## config.mk

```make
export PLATFORM = sky130hd
export DESIGN_NAME = trigger_measure
export DESIGN_NICKNAME = d
export VERILOG_FILES = /design/src/rtl/delay_unit_pkg.sv /design/src/rtl/sat_counter.sv /design/src/rtl/trigger_measure.sv
export SDC_FILE = /design/constraint.sdc
export NUM_CORES = 1
export LEC_CHECK = 0
export BUFFER_PORTS_ARGS = -buffer_cell sky130_fd_sc_hd__buf_2
export CORE_MARGIN = 8
export CORE_UTILIZATION = 47
export DETAILED_ROUTE_END_ITERATION = 10
export PLACE_DENSITY = 0.68
export SLEW_MARGIN = 20
export SYNTH_ARGS = -nofsm -noshare
export SYNTH_HDL_FRONTEND = slang
export SYNTH_SLANG_ARGS = --single-unit
```

## constraint.sdc

```tcl
create_clock -name clk -period 3.3 [get_ports clk]
set_clock_uncertainty 0.15 [all_clocks]
set_input_delay 0.33 -clock clk [delete_from_list [all_inputs] [get_ports clk]]
set_output_delay 0.33 -clock clk [all_outputs]
set_load 0.005 [all_outputs]
```

## src/rtl/delay_unit_pkg.sv

```systemverilog
// Shared types and constants for the trigger-to-response delay/width measurement block.
package delay_unit_pkg;

    localparam int unsigned COUNT_BITS_DEFAULT = 32;

    typedef enum logic [1:0] {
        ST_IDLE       = 2'd0,
        ST_WAIT_START = 2'd1,
        ST_WAIT_RISE  = 2'd2,
        ST_WAIT_FALL  = 2'd3
    } state_e;

    typedef enum logic [1:0] {
        CNT_HOLD     = 2'd0,
        CNT_CLEAR    = 2'd1,
        CNT_LOAD_ONE = 2'd2,
        CNT_INC      = 2'd3
    } cnt_op_e;

endpackage

```

## src/rtl/sat_counter.sv

```systemverilog
// Cycle counter with clear, load-one and saturating increment; holds when idle.
module sat_counter
    import delay_unit_pkg::*;
#(
    parameter int unsigned WIDTH = COUNT_BITS_DEFAULT
) (
    input  logic             clk,
    input  logic             rst_n,
    input  cnt_op_e          op_i,
    output logic [WIDTH-1:0] count_o
);

    localparam logic [WIDTH-1:0] ALL_ONES = '1;

    logic [WIDTH-1:0] count_q;
    logic [WIDTH-1:0] count_d;

    always_comb begin
        count_d = count_q;
        case (op_i)
            CNT_CLEAR:    count_d = '0;
            CNT_LOAD_ONE: count_d = WIDTH'(1);
            CNT_INC: begin
                // Sticks at all-ones instead of wrapping back to a small count.
                if (count_q != ALL_ONES) begin
                    count_d = count_q + WIDTH'(1);
                end
            end
            default: count_d = count_q;
        endcase
    end

    always_ff @(posedge clk or negedge rst_n) begin
        if (!rst_n) begin
            count_q <= '0;
        end else begin
            count_q <= count_d;
        end
    end

    assign count_o = count_q;

endmodule

```

## src/rtl/trigger_measure.sv

```systemverilog
// Measures start_in-to-sense rise delay and sense high width in clock cycles,
// with an optional per-phase timeout.
module trigger_measure
    import delay_unit_pkg::*;
#(
    parameter int unsigned COUNT_BITS = COUNT_BITS_DEFAULT
) (
    input  logic                  clk,
    input  logic                  rst_n,
    input  logic                  arm,
    input  logic                  start_in,
    input  logic                  sense_in,
    input  logic [COUNT_BITS-1:0] timeout_cycles,
    output logic [COUNT_BITS-1:0] delay_cycles,
    output logic [COUNT_BITS-1:0] width_cycles,
    output logic                  result_valid,
    output logic                  timed_out,
    output logic                  busy
);

    state_e state_q;
    state_e state_d;

    logic                  sense_prev_q;
    logic [COUNT_BITS-1:0] delay_q;
    logic [COUNT_BITS-1:0] delay_d;
    logic [COUNT_BITS-1:0] width_q;
    logic [COUNT_BITS-1:0] width_d;
    logic                  result_valid_q;
    logic                  result_valid_d;
    logic                  timed_out_q;
    logic                  timed_out_d;
    logic                  busy_q;
    logic                  busy_d;

    cnt_op_e               dly_op;
    cnt_op_e               wid_op;
    logic [COUNT_BITS-1:0] dly_cnt;
    logic [COUNT_BITS-1:0] wid_cnt;

    logic rise_c;
    logic tmo_en_c;
    logic dly_tmo_c;
    logic wid_tmo_c;

    sat_counter #(
        .WIDTH (COUNT_BITS)
    ) u_delay_cnt (
        .clk     (clk),
        .rst_n   (rst_n),
        .op_i    (dly_op),
        .count_o (dly_cnt)
    );

    sat_counter #(
        .WIDTH (COUNT_BITS)
    ) u_width_cnt (
        .clk     (clk),
        .rst_n   (rst_n),
        .op_i    (wid_op),
        .count_o (wid_cnt)
    );

    // A level that was already high in the previous cycle never counts as a rise.
    assign rise_c    = sense_in & ~sense_prev_q;
    assign tmo_en_c  = (timeout_cycles != '0);
    assign dly_tmo_c = tmo_en_c && (dly_cnt == timeout_cycles);
    assign wid_tmo_c = tmo_en_c && (wid_cnt == timeout_cycles);

    always_comb begin
        state_d        = state_q;
        dly_op         = CNT_HOLD;
        wid_op         = CNT_HOLD;
        delay_d        = delay_q;
        width_d        = width_q;
        result_valid_d = 1'b0;
        timed_out_d    = timed_out_q;

        if (arm) begin
            state_d     = ST_WAIT_START;
            dly_op      = CNT_CLEAR;
            wid_op      = CNT_CLEAR;
            timed_out_d = 1'b0;
        end else begin
            case (state_q)
                ST_WAIT_START: begin
                    if (start_in) begin
                        // Rise coincident with start: delay stays at its cleared zero.
                        if (rise_c) begin
                            state_d = ST_WAIT_FALL;
                            wid_op  = CNT_LOAD_ONE;
                        end else begin
                            state_d = ST_WAIT_RISE;
                            dly_op  = CNT_LOAD_ONE;
                        end
                    end
                end
                ST_WAIT_RISE: begin
                    if (rise_c) begin
                        state_d = ST_WAIT_FALL;
                        wid_op  = CNT_LOAD_ONE;
                    end else if (dly_tmo_c) begin
                        state_d     = ST_IDLE;
                        timed_out_d = 1'b1;
                    end else begin
                        dly_op = CNT_INC;
                    end
                end
                ST_WAIT_FALL: begin
                    if (!sense_in) begin
                        state_d        = ST_IDLE;
                        delay_d        = dly_cnt;
                        width_d        = wid_cnt;
                        result_valid_d = 1'b1;
                    end else if (wid_tmo_c) begin
                        state_d     = ST_IDLE;
                        timed_out_d = 1'b1;
                    end else begin
                        wid_op = CNT_INC;
                    end
                end
                default: state_d = ST_IDLE;
            endcase
        end

        busy_d = (state_d != ST_IDLE);
    end

    always_ff @(posedge clk or negedge rst_n) begin
        if (!rst_n) begin
            state_q        <= ST_IDLE;
            sense_prev_q   <= 1'b0;
            delay_q        <= '0;
            width_q        <= '0;
            result_valid_q <= 1'b0;
            timed_out_q    <= 1'b0;
            busy_q         <= 1'b0;
        end else begin
            state_q        <= state_d;
            sense_prev_q   <= sense_in;
            delay_q        <= delay_d;
            width_q        <= width_d;
            result_valid_q <= result_valid_d;
            timed_out_q    <= timed_out_d;
            busy_q         <= busy_d;
        end
    end

    assign delay_cycles = delay_q;
    assign width_cycles = width_q;
    assign result_valid = result_valid_q;
    assign timed_out    = timed_out_q;
    assign busy         = busy_q;

endmodule

```

==> summary.md <==
| Metric | Value |
|---|---|
| Maximum VDD drop | `around 0.34 mV` |
| Detailed Routing Iterations Pass 1 | `5` |
| Core area | `around 0.015 mm²` |
| Post-CTS sizing | `0` |
| Residual DRC | `0` |
| Share of cells above drive strength 1 | `28.2%` |
| Top cells by count, synth | `134 x dfrtp_1, 64 x mux2_2, 50 x nor2_1, 48 x xnor2_1` |
| Initial antenna violation count | `2` |
| GRT Util Overall | `between 20% and 30%` |
| Synth area leader | `dfrtp_1` |
| Non-filler cells in the finished layout | `roughly 1000` |
| DP Cell Count | `~980` |
| Register area share after synthesis | `46.5%` |
| FF-to-FF setup slack | `~0.19 ns` |
| Grt ovf | `0` |
| Final setup vio count | `0` |
| MaxCap Viol Count | `0` |
| CP max-delay cell | `and2_1` |
| FP Rows | `45` |
| WHS Endpoint | `u_delay_cnt.count_o[0]$_DFFE_PN0P_` |
| Area delta synth->final | `20.2%` |
| DP Worst Slack | `roughly 0.027 ns` |
| Hold depth | `5` |
| Crit path max fanout | `17` |
| Vias in the first global route | `roughly 6200` |
| Crit Reg-Reg Startpoint | `u_width_cnt.count_o[12]$_DFFE_PN0P_` |
| Critical Path Start Type | `register` |
| DP Area | `0.00803 mm²` |
| Final ANT Viol Nets | `0` |
| Final period util | `between 90 and 100%` |
| FMAX | `0.321 GHz` |
| Power per Cell Area | `between 400 and 500 mW/mm²` |
| Vias/cell | `~6.1` |
| Fin area | `0.00866 mm²` |
| Final hold vios | `0` |
| Root Buffer | `clkbuf_16` |
| Synth Net Count | `~740` |
| Largest net degree at the start of global routing | `78` |
| Clk slew on worst S/H paths | `around 0.06 ns` |
| Critical Path AT | `3.32 ns` |
| Clk_lat worst skew | `between 0.4 and 0.5 ns` |
| Initial DRC count | `around 640` |
| DPL Wire Length | `15.2 mm` |
| R2R Path End | `u_width_cnt.count_o[23]$_DFFE_PN0P_` |
| Status | `complete, no violations` |
| Max clock buf depth | `2` |
| Global-route wire length before repair | `32.9 mm` |
| Asr flop ratio synth | `100%` |
| Synth area leaders | `dfrtp_1 47%, mux2_2 10%, xnor2_1 5.8%` |
| Dominant cell by count in the synthesized netlist | `dfrtp_1` |
| Synth top area share | `between 40% and 50%` |
| Crit path max-delay family | `simple AND/OR/NAND/NOR gates` |
| Setup TNS | `0 ns` |
| CP peak stage delay | `0.64 ns` |
| Crit Path Class | `register to register` |
| Mean Syn Cell Area | `10.3 µm²` |
| Die Span Y | `140 µm` |
| Unrepaired setup endpoints after global routing | `false` |
| Cells after Synth | `about 700` |
| Tightest Pin Transition | `between 1 and 1.5 ns` |
| I/O pin cnt | `104` |
| Clock sinks | `134` |
| WL final | `20.6 mm` |
| Synthesized area | `around 0.0072 mm²` |
| Most used DFF post-synth | `dfrtp_1` |
| Slew margin rel. | `roughly 31%` |
| Die W | `140 µm` |
| Starting density of the core | `47.8%` |
| Lkg Pwr | `about 4.1 nW` |
| CTS buffer count | `17` |
| Worst hold slack | `approximately 0.20 ns` |
| Post-synth EDFFs | `0` |
| Worst Reg2Reg Path Length in Cells | `7` |
| Setup ws final | `about 0.19 ns` |
| PortBufs | `103` |
| Yosys warning count | `0` |
| Routed wire length per instance | `a little over 20 µm` |
| Critical Path RT | `about 3.5 ns` |
| Max Slew Vio Count | `0` |
| Register bit total from synthesis | `134` |
| Min-delay src | `start_in` |
| Via count of the routed design | `6172` |
| Netlist cell types | `49` |
| H-Tree Depth | `4` |
| Crit-path cells | `xor2_1 > nor4_1 > nand4_1 > o31ai_4 > mux2i_1 > and2_1 > a221o_1` |
| WP buf/inv | `0` |
| CTS tree | `yes` |
| Die area | `0.0196 mm²` |
| Hold Path Class | `input port to register` |
| GP Congestion | `0.970` |
| Min cycle time layout | `around 3.1 ns` |
| Crit path capture type | `register` |
| Layout Nets | `around 850` |
==> metrics by stage <==
stage | power (W) | utilization, %
after floorplan | 0.00179 | -
after global placement | 0.00190 | 53.2
after detailed placement | 0.00191 | 53.2
after CTS | 0.00384 | 57.4
after global routing | 0.00392 | 57.4
final | 0.00381 | 57.4
==> cell type report <==
class / instances / area (µm²)
Clock buffer: 17 / 425
Inverter: 18 / 67.6
Clock inverter: 15 / 175
Tap cell: 188 / 235
Multi-Input combinational cell: 507 / 3630
Fill cell: 1318 / 6420
Sequential cell: 134 / 3350
Antenna cell: 2 / 5.00
Timing Repair Buffer: 131 / 777
==> cells in the final DEF (no fill, tap or decap), drive strengths merged, types with 3 or more instances in the layout <==
cell type / count
dfrtp: 134
buf: 128
mux2: 64
nor2: 50
xnor2: 48
nand2: 34
xor2: 32
nand3: 30
nand4: 29
a21oi: 24
nor4: 23
and3: 23
o21ai: 21
inv: 21
clkbuf: 17
a221o: 11
nor3: 10
a2111oi: 9
or3: 9
nor3b: 9
a31oi: 8
a211o: 7
a211oi: 7
or4: 7
and2: 7
o31ai: 7
ha: 6
clkinv: 5
clkinvlp: 4
nor2b: 3
mux2i: 3
a21o: 3
and4: 3
bufinv: 3
dlygate4sd3: 3
or2: 3
==> registers in the layout, summed over array words and instances, names as in the netlist <==
| signal | flops |
|---|---|
| u_delay_cnt.count_o | 32 |
| u_width_cnt.count_o | 32 |
| width_cycles | 32 |
| result_valid | 1 |
| timed_out | 1 |
| state_q | 2 |
| sense_prev_q | 1 |
| delay_cycles | 32 |
| busy | 1 |
==> worst min-delay path, cell delays in order <==
cell and delay (ns):
buf_2 0.13, nand3_1 0.07, nor2_1 0.05, nand2_1 0.09, a21oi_1 0.07
==> power by group <==
| part | total [W] | switching (W) | internal, W |
|---|---|---|---|
| combinational | 0.000227 | 0.000152 | 0.0000748 |
| clock | 0.00192 | 0.000735 | 0.00119 |
| sequential | 0.00166 | 0.00000732 | 0.00165 |
| total | 0.00381 | 0.000894 | 0.00291 |
==> cell families after synthesis <==
kind of cell | synth area share [%]
xor gates and xnor gates | 9.72
AOI/OAI and AO/OA | 10.8
buffers and inverters | 3.30
and+or+nand+nor | 18.2
muxes | 10.4
DFF | 46.5
adders and majority gates | 1.04
==> timing repair <==
item                      in CTS  in global routing
setup buffers                  0                  0
hold endpoints to repair      79                  0
hold buffers                   3                  0
==> worst max path at each step <==
| stage | startpoint | to | cells after the start |
|---|---|---|---|
| after global routing | u_width_cnt.count_o[12]$_DFFE_PN0P_ | u_width_cnt.count_o[13]$_DFFE_PN0P_ | 7 |
| after floorplan | u_width_cnt.count_o[0]$_DFFE_PN0P_ | u_width_cnt.count_o[12]$_DFFE_PN0P_ | 9 |
| after CTS | u_width_cnt.count_o[12]$_DFFE_PN0P_ | u_width_cnt.count_o[27]$_DFFE_PN0P_ | 7 |
| after global placement | timeout_cycles[19] | u_delay_cnt.count_o[12]$_DFFE_PN0P_ | 9 |
| after detailed placement | timeout_cycles[19] | u_delay_cnt.count_o[18]$_DFFE_PN0P_ | 9 |
| final | u_width_cnt.count_o[12]$_DFFE_PN0P_ | u_width_cnt.count_o[23]$_DFFE_PN0P_ | 7 |
==> layer usage <==
metal	part of all wire, %	wire length [µm]	track usage, %
met1	40	8260	25.2
met2	50	10200	35.6
met3	7.0	1440	4.34
met5	0	0	0
met4	3.3	682	10.9
No activity file was read; power rests on OpenSTA's default activity.
